<file path="config.mk">
export PLATFORM = sky130hd
export DESIGN_NAME = sram_bus_arbiter
export DESIGN_NICKNAME = d
export VERILOG_FILES = /design/src/rtl/sram_bus_arbiter.sv
export SDC_FILE = /design/constraint.sdc
export NUM_CORES = 1
export LEC_CHECK = 0
export BUFFER_PORTS_ARGS = -buffer_cell sky130_fd_sc_hd__buf_4
export CAP_MARGIN = 20
export CORE_AREA = 10 10 100 102
export CTS_CLUSTER_SIZE = 40
export DETAILED_ROUTE_END_ITERATION = 10
export DIE_AREA = 0 0 110 112
export HOLD_SLACK_MARGIN = 0.03
export PLACE_DENSITY = 0.68
export SLEW_MARGIN = 20
export SYNTH_ARGS = -nofsm -noshare
export SYNTH_HDL_FRONTEND = slang
export SYNTH_SLANG_ARGS = --single-unit
</file>
<file path="constraint.sdc">
create_clock -name clk -period 2.9 [get_ports clk]
set_clock_uncertainty 0.05 [all_clocks]
set_input_delay 0.145 -clock clk [delete_from_list [all_inputs] [get_ports clk]]
set_output_delay 0.145 -clock clk [all_outputs]
set_load 0.01 [all_outputs]
</file>
<file path="src/rtl/sram_bus_arbiter.sv">
// Shares one SRAM-like port between instruction fetch and load/store, one transaction in flight.
// Define ARB_RR_EN to alternate between requesters under contention; default is fixed data priority.
`timescale 1ns/1ps
module sram_bus_arbiter #(
    parameter int ADDR_WIDTH = 32
) (
    input  logic                  clk,
    input  logic                  resetn,
    input  logic                  inst_req,
    input  logic [ADDR_WIDTH-1:0] inst_addr,
    input  logic                  inst_cancel,
    output logic                  inst_addr_ok,
    output logic                  inst_data_ok,
    output logic [31:0]           inst_rdata,
    input  logic                  data_req,
    input  logic                  data_wr,
    input  logic [1:0]            data_size,
    input  logic [3:0]            data_wstrb,
    input  logic [ADDR_WIDTH-1:0] data_addr,
    input  logic [31:0]           data_wdata,
    output logic                  data_addr_ok,
    output logic                  data_data_ok,
    output logic [31:0]           data_rdata,
    output logic                  mem_req,
    output logic                  mem_wr,
    output logic [1:0]            mem_size,
    output logic [3:0]            mem_wstrb,
    output logic [ADDR_WIDTH-1:0] mem_addr,
    output logic [31:0]           mem_wdata,
    input  logic                  mem_addr_ok,
    input  logic                  mem_data_ok,
    input  logic [31:0]           mem_rdata
);

    typedef enum logic [1:0] {S_IDLE, S_REQ, S_WAIT} state_e;
    typedef enum logic [1:0] {G_NONE, G_INST, G_DATA} grant_e;

    state_e state_q, state_d;
    grant_e grant_q, grant_d;
    grant_e pick;
    logic   drop_q, drop_d;
    logic   in_req, in_wait, sel_inst, sel_data;

`ifdef ARB_RR_EN
    grant_e last_q, last_d;

    // Under contention, serve whoever did not win last time.
    always_comb begin
        pick = G_NONE;
        if (data_req && inst_req)
            pick = (last_q == G_DATA) ? G_INST : G_DATA;
        else if (data_req)
            pick = G_DATA;
        else if (inst_req)
            pick = G_INST;
    end

    always_comb begin
        last_d = last_q;
        if (state_q == S_IDLE && pick != G_NONE)
            last_d = pick;
    end

    always_ff @(posedge clk or negedge resetn) begin
        if (!resetn)
            last_q <= G_INST;
        else
            last_q <= last_d;
    end
`else
    // Data belongs to the older instruction, so it always wins.
    always_comb begin
        pick = G_NONE;
        if (data_req)
            pick = G_DATA;
        else if (inst_req)
            pick = G_INST;
    end
`endif

    always_ff @(posedge clk or negedge resetn) begin
        if (!resetn) begin
            state_q <= S_IDLE;
            grant_q <= G_NONE;
            drop_q  <= 1'b0;
        end else begin
            state_q <= state_d;
            grant_q <= grant_d;
            drop_q  <= drop_d;
        end
    end

    always_comb begin
        state_d = state_q;
        grant_d = grant_q;
        drop_d  = drop_q;
        if (state_q != S_IDLE && grant_q == G_INST && inst_cancel)
            drop_d = 1'b1;
        case (state_q)
            S_IDLE: begin
                drop_d  = 1'b0;
                grant_d = G_NONE;
                if (pick != G_NONE) begin
                    grant_d = pick;
                    state_d = S_REQ;
                end
            end
            S_REQ: begin
                if (mem_addr_ok)
                    state_d = S_WAIT;
            end
            S_WAIT: begin
                if (mem_data_ok) begin
                    state_d = S_IDLE;
                    grant_d = G_NONE;
                    drop_d  = 1'b0;
                end
            end
            default: begin
                state_d = S_IDLE;
                grant_d = G_NONE;
                drop_d  = 1'b0;
            end
        endcase
    end

    assign in_req   = (state_q == S_REQ);
    assign in_wait  = (state_q == S_WAIT);
    assign sel_inst = (grant_q == G_INST);
    assign sel_data = (grant_q == G_DATA);

    // Port fields are driven only in REQ so idle/wait cycles present a quiet bus.
    always_comb begin
        mem_req   = 1'b0;
        mem_wr    = 1'b0;
        mem_size  = 2'd0;
        mem_wstrb = 4'd0;
        mem_addr  = '0;
        mem_wdata = 32'd0;
        if (in_req) begin
            mem_req = 1'b1;
            if (sel_data) begin
                mem_wr    = data_wr;
                mem_size  = data_size;
                mem_wstrb = data_wstrb;
                mem_addr  = data_addr;
                mem_wdata = data_wdata;
            end else if (sel_inst) begin
                mem_size  = 2'd2;
                mem_addr  = inst_addr;
            end
        end
    end

    assign inst_addr_ok = in_req && sel_inst && mem_addr_ok;
    assign data_addr_ok = in_req && sel_data && mem_addr_ok;
    // A cancel arriving with the data itself also kills the response.
    assign inst_data_ok = in_wait && sel_inst && mem_data_ok && !drop_q && !inst_cancel;
    assign data_data_ok = in_wait && sel_data && mem_data_ok;
    assign inst_rdata   = mem_rdata;
    assign data_rdata   = mem_rdata;

endmodule
</file>
==> qor.csv <==
metric,value,unit
Nets,445,
Max stage delay on crit path,0.39,ns
final setup vio count,0,
die area,12300,sq um
Die X,110,microns
Pleak,1.36,nW
beginning of the worst hold path,data_req,
dpl cells,399,
syn_nets,326,
Power Total,0.00100,W
"Seq/Total Area, Yosys",8.74,%
Mapped Avg Cell Area,7.91,sq um
HP Class,input port to register,
worst-path cell chain,"inv_1, ha_1, nor3b_4, buf_4, a22o_1, buf_4",
Inserted Diodes,0,
CTS Root Cell,clkbuf_8,
max cap viols,0,
cell family with most CP delay,buffers and inverters,
combinational family with the most area after synthesis,buffers and inverters,
post-synth top area share,35.7,%
synth top area cells,"buf_4, a22o_1, and2_1",
crit end category,output pin,
worst-margin pin slew,0.365,ns
final hold vios,0,
vias per cell,4.20,
Final min period,2.01,ns
ANT nets after route,0,
warnings from Yosys,0,
core area,8050,sq um
complex-gate fraction of the synthesized area,22.4,%
simple-gate share of the synthesized area,24.3,%
Sink Count,5,
reg2reg start,state_q[0],
Initial Util,17.8,%
"FF+latch count, synth",5,
num rows,33,
Post-Route WL,7490,microns
Ports,282,
Die Y-Extent,112,microns
GP Congestion,0.850,
CP Launch Type,register,
post-synthesis mux area share,1.49,%
largest net degree at the start of global routing,39,
"Clk Latency, worst-skew pair",0.23,ns
DRC Markers,0,
vias in the first global route,1782,
RSZ-0062 raised after global routing,no,
Area Growth Syn to Fin,72.2,%
WL met1,2130,microns
cell area after synthesis,1430,sq um
CTS-repair resized insts,0,
first-pass GRT wire length,10300,microns
"Core Util, Final",30.6,%
initial antenna violation count,0,
Yosys top cell by area,buf_4,
Critical Path RT,2.71,ns
uppermost routed layer,met4,
fin crit share,69.3,%
DR pass1 iterations,4,
CTS max path bufs,2,
Starting DRT DRC Count,52,
Synth Instances,181,
GRT overflow,0,
Final Cell Area,2460,sq um
power density over the cells,407,nW/um^2
CTS H-Tree Depth,1,
routed vias,1697,
DR WL met3,1220,microns
Crit path arrival time,1.81,ns
critical path class,register to output pin,
"commonest cells after routing, fill and taps aside","buf_4, and2_1, a22o_1",
Crit path buffers/inverters,3,
Post-DP HPWL,6660,microns
"Top cell by count, worst path",buf_4,
"Slew Viols, Final",0,
Max Clk Rate,498,MHz
critical-path maximum fanout,34,
IO Port Bufs,185,
Max VDD drop,0.000303,V
"Slowest-stage cell, CP",dfrtp_1,
gr usage total,10.5,%
post-synth cell types,24,
Relative slew margins,75.7,%
post-synthesis xor/xnor area fraction,0,%
adder-cell share of the synthesized area,2.62,%
"commonest non-fill, non-tap cell in the layout",buf_4,
# Post-CTS Setup Buffers,0,
layout cells sized above 1,65.2,%
total CTS buffers,3,
setup_tns,0,ns
CTS tree,built,
fin cells,404,
Setup crit start,state_q[1],
cell area after placement,2410,sq um
WL per Instance,18.5,microns
status,"complete, no violations",
metal2 WL,4040,microns
Clock transition at path regs,0.04,ns
[per-stage QoR]
stage               hold slack, ns  setup slack [ns]
global placement           -0.0976              1.18
global route                 0.182             0.764
CTS                          0.138             0.876
floorplan                   -0.201              1.30
finish                       0.140             0.892
detailed placement         -0.0988              1.13
[final timing paths]
check | cells past startpoint | slack, ns | end
max reg2reg | 5 | 1.35 | state_q[1]
min | 3 | 0.14 | grant_q[1]
max | 6 | 0.89 | mem_addr[3]
max in group asynchronous | 2 | 2.47 | grant_q[0]
min in group asynchronous | 2 | 0.22 | state_q[1]
min reg2reg | 2 | 0.52 | state_q[1]
[cell families (layout without fill, tap and decap cells)]
logic type                 after synthesis  in the layout
buffers and inverters                   79            197
and+or+nand+nor                         54             54
AOI/OAI and AO/OA                       38             38
DFF                                      5              5
adders and majority gates                3              3
muxes                                    2              2
[cell type report]
cell class	count	area, sq um
fill	853	5590
timing repair buffer	189	1420
multi-input combinational	97	727
tap	105	131
sequential	5	125
clock buffer	4	45.0
inverter	4	15.0
[Yosys cell counts]
| library cell | count |
|---|---|
| a21o_1 | 1 |
| a21oi_1 | 1 |
| a22o_1 | 32 |
| a31oi_1 | 3 |
| a41oi_1 | 1 |
| and2_1 | 40 |
| and2b_1 | 1 |
| and3_1 | 1 |
| buf_4 | 68 |
| buf_6 | 3 |
| clkbuf_2 | 4 |
| dfrtp_1 | 5 |
| ha_1 | 3 |
| inv_1 | 4 |
| mux2_2 | 1 |
| mux2i_1 | 1 |
| nand2_1 | 3 |
| nand2b_1 | 2 |
| nor3_1 | 1 |
| nor3b_1 | 2 |
| nor3b_4 | 1 |
| nor4_1 | 1 |
| or2_2 | 1 |
| or3b_2 | 1 |
[layer usage]
metal | up-vias | GRT usage (%)
met4 | 0 | 2.69
li1 | 787 | -
met2 | 141 | 21.0
met5 | - | 0
met1 | 755 | 8.72
met3 | 14 | 5.02
[tightest hold or removal path, delay by kind of cell]
family,cells,cell delay (ns)
buffers and inverters,1,0.12
and+or+nand+nor,1,0.05
muxes,1,0.06
[power by group]
group	switching, W	leakage [nW]	total [W]	internal, W
combinational	0.000343	1.28	0.000754	0.000411
sequential	0.0000222	0.0653	0.000117	0.0000945
clock	0.0000386	0.0228	0.000133	0.0000947
[sequential cells by signal, summed over array words and instances (netlist names)]
signal   cells
state_q      2
grant_q      2
drop_q       1
[what timing repair did]
action | CTS | global route
endpoints found under the hold margin | 5 | 0
endpoints found under the setup margin | 0 | 0
hold buffers | 1 | 0
(Power assumes the default switching activity.)
